==> src/rtl/exu_mdv.sv <==
// =============================================================================
//  Module   : exu_mdv
//  Brief    : Iterative radix-2 RV32M multiply/divide unit with val/rdy in/out.
//  Revision : 1.0 - initial release
// =============================================================================
`default_nettype none

module exu_mdv #(
    parameter int XLEN  = 32,
    parameter int CNT_W = 5
) (
    input  logic             clk,
    input  logic             rst,
    input  logic             hs_ex4md_val,
    output logic             hs_md4ex_rdy,
    input  logic [2:0]       i_mdv_op,
    input  logic [XLEN-1:0]  i_rs1,
    input  logic [XLEN-1:0]  i_rs2,
    input  logic [4:0]       i_rd_idx,
    input  logic             i_flush,
    output logic             hs_md4wb_val,
    input  logic             hs_wb4md_rdy,
    output logic [XLEN-1:0]  o_rd,
    output logic [4:0]       o_rd_idx,
    output logic             o_busy
);

    typedef enum logic [1:0] {
        S_IDLE = 2'd0,
        S_CALC = 2'd1,
        S_FIX  = 2'd2,
        S_DONE = 2'd3
    } state_t;

    state_t              r_state;
    state_t              w_state_nxt;
    logic [CNT_W-1:0]    r_cnt;
    logic [2:0]          r_op;
    logic                r_sign_a;
    logic                r_sign_b;
    logic [XLEN-1:0]     r_b;
    logic [2*XLEN-1:0]   r_prod;   // product, or {unused, quotient} when dividing
    logic [XLEN-1:0]     r_rem;

    logic                w_accept;
    logic                w_sgn_a_en;
    logic                w_sgn_b_en;
    logic                w_neg_a;
    logic                w_neg_b;
    logic [XLEN-1:0]     w_abs_a;
    logic [XLEN-1:0]     w_abs_b;
    logic                w_div0;
    logic                w_ovf;
    logic                w_special;
    logic [XLEN-1:0]     w_special_res;
    logic [XLEN:0]       w_sum;
    logic [XLEN:0]       w_shift;
    logic [XLEN:0]       w_diff;
    logic [2*XLEN-1:0]   w_prod_fix;
    logic [XLEN-1:0]     w_quo_fix;
    logic [XLEN-1:0]     w_rem_fix;
    logic [XLEN-1:0]     w_result;

    assign hs_md4ex_rdy = (r_state == S_IDLE) & ~rst;
    assign hs_md4wb_val = (r_state == S_DONE);
    assign o_busy       = (r_state != S_IDLE);
    assign w_accept     = hs_ex4md_val & hs_md4ex_rdy & ~i_flush;

    // MULH, MULHSU, DIV, REM treat rs1 as signed; MULH, DIV, REM also rs2
    assign w_sgn_a_en = (i_mdv_op == 3'd1) | (i_mdv_op == 3'd2) |
                        (i_mdv_op == 3'd4) | (i_mdv_op == 3'd6);
    assign w_sgn_b_en = (i_mdv_op == 3'd1) | (i_mdv_op == 3'd4) | (i_mdv_op == 3'd6);
    assign w_neg_a    = w_sgn_a_en & i_rs1[XLEN-1];
    assign w_neg_b    = w_sgn_b_en & i_rs2[XLEN-1];
    assign w_abs_a    = w_neg_a ? (~i_rs1 + 1'b1) : i_rs1;
    assign w_abs_b    = w_neg_b ? (~i_rs2 + 1'b1) : i_rs2;

    assign w_div0    = i_mdv_op[2] & (i_rs2 == '0);
    assign w_ovf     = i_mdv_op[2] & ~i_mdv_op[0] &
                       (i_rs1 == {1'b1, {(XLEN-1){1'b0}}}) & (i_rs2 == '1);
    assign w_special = w_div0 | w_ovf;

    always_comb begin
        w_special_res = '0;
        if (w_div0)
            w_special_res = i_mdv_op[1] ? i_rs1 : '1;
        else if (w_ovf)
            w_special_res = i_mdv_op[1] ? '0 : {1'b1, {(XLEN-1){1'b0}}};
    end

    assign w_sum   = {1'b0, r_prod[2*XLEN-1:XLEN]} + {1'b0, r_b};
    assign w_shift = {r_rem, r_prod[XLEN-1]};
    assign w_diff  = w_shift - {1'b0, r_b};

    assign w_prod_fix = (r_sign_a ^ r_sign_b) ? (~r_prod + 1'b1) : r_prod;
    assign w_quo_fix  = (r_sign_a ^ r_sign_b) ? (~r_prod[XLEN-1:0] + 1'b1) : r_prod[XLEN-1:0];
    assign w_rem_fix  = r_sign_a ? (~r_rem + 1'b1) : r_rem;

    always_comb begin
        w_result = '0;
        case (r_op)
            3'd0:                w_result = w_prod_fix[XLEN-1:0];
            3'd1, 3'd2, 3'd3:    w_result = w_prod_fix[2*XLEN-1:XLEN];
            3'd4, 3'd5:          w_result = w_quo_fix;
            default:             w_result = w_rem_fix;
        endcase
    end

    always_ff @(posedge clk) begin
        if (rst)
            r_state <= S_IDLE;
        else
            r_state <= w_state_nxt;
    end

    always_comb begin
        w_state_nxt = r_state;
        case (r_state)
            S_IDLE: if (w_accept) w_state_nxt = w_special ? S_DONE : S_CALC;
            S_CALC: if (r_cnt == CNT_W'(XLEN-1)) w_state_nxt = S_FIX;
            S_FIX:  w_state_nxt = S_DONE;
            S_DONE: if (hs_wb4md_rdy) w_state_nxt = S_IDLE;
            default: w_state_nxt = S_IDLE;
        endcase
        if (i_flush)
            w_state_nxt = S_IDLE;
    end

    always_ff @(posedge clk) begin
        if (rst) begin
            r_cnt    <= '0;
            r_op     <= '0;
            r_sign_a <= 1'b0;
            r_sign_b <= 1'b0;
            r_b      <= '0;
            r_prod   <= '0;
            r_rem    <= '0;
            o_rd     <= '0;
            o_rd_idx <= '0;
        end else begin
            case (r_state)
                S_IDLE: begin
                    if (w_accept) begin
                        r_cnt    <= '0;
                        r_op     <= i_mdv_op;
                        r_sign_a <= w_neg_a;
                        r_sign_b <= w_neg_b;
                        r_b      <= w_abs_b;
                        r_prod   <= {{XLEN{1'b0}}, w_abs_a};
                        r_rem    <= '0;
                        o_rd_idx <= i_rd_idx;
                        if (w_special)
                            o_rd <= w_special_res;
                    end
                end
                S_CALC: begin
                    r_cnt <= r_cnt + 1'b1;
                    if (r_op[2]) begin
                        // restoring step: keep the trial subtraction when it stays non-negative
                        if (!w_diff[XLEN]) begin
                            r_rem              <= w_diff[XLEN-1:0];
                            r_prod[XLEN-1:0]   <= {r_prod[XLEN-2:0], 1'b1};
                        end else begin
                            r_rem              <= w_shift[XLEN-1:0];
                            r_prod[XLEN-1:0]   <= {r_prod[XLEN-2:0], 1'b0};
                        end
                    end else if (r_prod[0]) begin
                        r_prod <= {w_sum, r_prod[XLEN-1:1]};
                    end else begin
                        r_prod <= {1'b0, r_prod[2*XLEN-1:1]};
                    end
                end
                S_FIX: begin
                    if (!i_flush)
                        o_rd <= w_result;
                end
                default: ;
            endcase
        end
    end

endmodule

`default_nettype wire

==> config.mk <==
export PLATFORM = sky130hd
export DESIGN_NAME = exu_mdv
export DESIGN_NICKNAME = d
export VERILOG_FILES = /design/src/rtl/exu_mdv.sv
export SDC_FILE = /design/constraint.sdc
export NUM_CORES = 1
export LEC_CHECK = 0
export BUFFER_PORTS_ARGS = -buffer_cell sky130_fd_sc_hd__buf_4
export CAP_MARGIN = 10
export CORE_MARGIN = 5
export CORE_UTILIZATION = 62
export DETAILED_ROUTE_END_ITERATION = 7
export PLACE_DENSITY = 0.85
export SLEW_MARGIN = 10
export SYNTH_ARGS = -nofsm -noshare
export SYNTH_HDL_FRONTEND = slang
export SYNTH_SLANG_ARGS = --single-unit
export TNS_END_PERCENT = 30
==> constraint.sdc <==
create_clock -name clk -period 4 [get_ports clk]
set_input_delay 0.6 -clock clk [delete_from_list [all_inputs] [get_ports clk]]
set_output_delay 0.6 -clock clk [all_outputs]
set_load 0.01 [all_outputs]
==> metrics.md <==
| Metric | Value |
|---|---|
| Outcome | complete, no violations |
| CP Class | register to register |
| ANT nets after route | 0 |
| Via-to-Cell Ratio | 6.89 |
| DR DRC count | 0 |
| Worst path required time | 4.36 ns |
| Share of flip-flops with an asynchronous set or reset | 0 |
| Final Max Slew Viols | 0 |
| Worst-case clock skew | 0.0157 ns |
| Die Width | 168 um |
| Final Critical Period | 3.67 ns |
| Initial antenna violation count | 0 |
| Routability cong. | 1.04 |
| Starting DRC count in detailed routing | 2,564 |
| Worst vdd ir | 306 uV |
| Hold Crit Start | i_rd_idx[4] |
| Leakage power | 0.00670 uW |
| DIE HEIGHT | 168 um |
| Crit end category | register |
| Hold Vio Cnt, Final | 0 |
| Total Routed Length | 55.4 mm |
| Area of the multi-input gates | 10,900 um2 |
| Most frequent cells in the layout | nand2_1, nor2_1, dfxtp_1, a21oi_1, buf_4 |
| # rows | 57 |
| Power Density | 284 nW/um2 |
| Synth-to-layout area growth | 10.5% |
| GRT overflow | 0 |
| Vias in the first global route | 15,400 |
| Setup repair bufs after CTS | 0 |
| I/O pin count | 117 |
| Finished Layout Cells | 2,450 |
| Sequential cell area | 3540 um2 |
| Avg Inst Size Synth | 7.47 um2 |
| Setup TNS | 0 ns |
| Cells after Synth | 2,073 |
| Final HPWL DP | 41.7 mm |
| TritonCTS buffer count | 17 |
| Reg-to-reg startpoint | r_prod[18] |
| First-pass GRT wire length | 86.0 mm |
| Pin count of the biggest net entering global routing | 70 |
| Sink Count | 177 |
| Core area | 24,500 um2 |
| RSZ-0062 raised after global routing | false |
| Final Net Count | 2,268 |
| Crit. Startpoint | r_prod[18] |
| Worst-Skew Late Latency | 0.45 ns |
| Sequential share of the synthesized area | 0.229 |
| # port buffers | 116 |
| Most used DFF post-synth | dfxtp_1 |
| Max Clock Freq | 273 MHz |
| WL/cell | 22.6 um |
| Least-Margin Pin Slew | 1.03 ns |
| Fin crit share | 0.917 |
| Post-synth EDFFs | 0 |
| Drt first pass iters | 7 |
| H-tree depth | 4 |
| Synth cell types | 87 |
| Initial core utilization | 0.633 |
| Setup violators final | 0 |
| Slew HR | 0.295 |
| Antenna diode count | 0 |
| Inst Count DP | 2,418 |
| Clk slew on worst S/H paths | 0.08 ns |
| Yosys warning total | 0 |
| CTS Buffer Depth | 2 |
| Hold Slack | 0.328 ns |
| Min-Delay Path Class | input port to register |
| Filler cell count | 2,114 |
| Most common cell after layout, fill and taps aside | nand2_1 |
| Overall Global Routing Usage | 0.376 |
| Crit path arrival time | 4.03 ns |
| Die area | 28,200 um2 |
| Post-synthesis cell area | 15,500 um2 |
| CTS tree | done |
| Layout cells sized above 1 | 0.112 |
| Max-Cap Viols | 0 |
| Mapped Nets | 2,228 |
| CTS root buffer | clkbuf_16 |
| Crit path launch type | register |
| Util after Layout | 0.699 |
| Largest fanout on the critical path | 9 |
| DR vias | 16,900 |
| Seq cells post-synth | 177 |
worst max-delay path, stage by stage, from the launching register on:
cell and delay, ns:
dfxtp_1 0.41, or4_4 0.59, or4b_4 0.60, or4_1 0.61, o2111ai_1 0.23, o21ai_0 0.14
a221oi_1 0.53, a21boi_0 0.20, a211oi_1 0.26
flip-flops by register name, summed over array words and instances (netlist names):
signal,cells
o_rd,32
o_rd_idx,5
r_b,32
r_cnt,5
r_op,3
r_prod,64
r_rem,32
r_sign_a,1
r_sign_b,1
r_state,2
layer usage:
| layer | up-vias | track usage | wire length, um |
|---|---|---|---|
| met5 | - | 0 | 0 |
| met4 | 0 | 0.195 | 3320 |
| met3 | 187 | 0.0835 | 6530 |
| met2 | 1119 | 0.571 | 23900 |
| met1 | 7817 | 0.502 | 21700 |
| li1 | 7766 | - | - |
repair_timing:
| action | CTS | global route |
|---|---|---|
| resized for setup | 0 | 1 |
| hold buffers | 0 | 0 |
| setup endpoints to repair | 0 | 1 |
Yosys cell counts (all sizes together) (15+ instances only):
| library cell | instances | area share |
|---|---|---|
| o31ai | 37 | 0.018 |
| a21oi | 177 | 0.058 |
| mux2i | 36 | 0.023 |
| inv | 87 | 0.021 |
| or3 | 49 | 0.020 |
| nor4 | 25 | 0.010 |
| nand2 | 202 | 0.049 |
| or4 | 16 | 0.0083 |
| nand3 | 35 | 0.011 |
| a22oi | 23 | 0.011 |
| a221o | 24 | 0.016 |
| a31oi | 20 | 0.0081 |
| nor2 | 184 | 0.045 |
| o21ai | 127 | 0.041 |
| clkbuf | 127 | 0.037 |
| o41ai | 20 | 0.011 |
| o211ai | 56 | 0.027 |
| o221ai | 21 | 0.012 |
| a211oi | 15 | 0.0073 |
| ha | 76 | 0.061 |
| o22ai | 18 | 0.0073 |
| nor3 | 46 | 0.016 |
| dfxtp | 177 | 0.23 |
| xnor2 | 98 | 0.055 |
| nand4 | 32 | 0.013 |
| buf | 17 | 0.0070 |
| a21o | 41 | 0.020 |
| a311oi | 15 | 0.0085 |
| xor2 | 85 | 0.048 |
logic make-up (layout without fill, tap and decap cells):
kind of cell	count (synthesis)	after routing	synth area share
buffers and inverters	232	285	0.0672
AO/OA/AOI/OAI	695	695	0.302
XOR/XNOR	183	183	0.104
adder cells (fa/ha/maj)	78	78	0.0640
multiplexers	39	39	0.0255
AND/OR/NAND/NOR	669	669	0.209
flip-flops	177	177	0.229
final cells by class:
class | instances | area share
clock inverters | 15 | 0.0113
clock buffers | 17 | 0.0249
well taps | 324 | 0.0237
inverters | 87 | 0.0191
multi-input cells | 1664 | 0.639
repair buffers | 166 | 0.0750
flip-flops and latches | 177 | 0.207
power breakdown:
part           total, uW  switching [uW]  internal (uW)
Sequential          1870            69.2           1800
Combinational       1200             748            451
Clock               1780             874            906
Total               4850            1690           3160
per-stage QoR:
stage / worst slack (ns) / cell area (um2) / total power [uW]
after floorplan: 0.500 / 15500 / 2680
after global placement: 0.203 / 16500 / 3040
after detailed placement: 0.134 / 16500 / 3060
after CTS: 0.348 / 17100 / 4800
after global routing: 0.105 / 17100 / 5000
final: 0.331 / 17100 / 4850
path summary, 6_finish.rpt:
check	endpoint	slack, ns	cells past startpoint
min	o_rd_idx[4]	0.33	3
max	o_rd[28]	0.33	8
min reg2reg	o_rd[15]	0.46	2
max reg2reg	o_rd[28]	0.33	8
No activity file was read; power rests on OpenSTA's default activity.
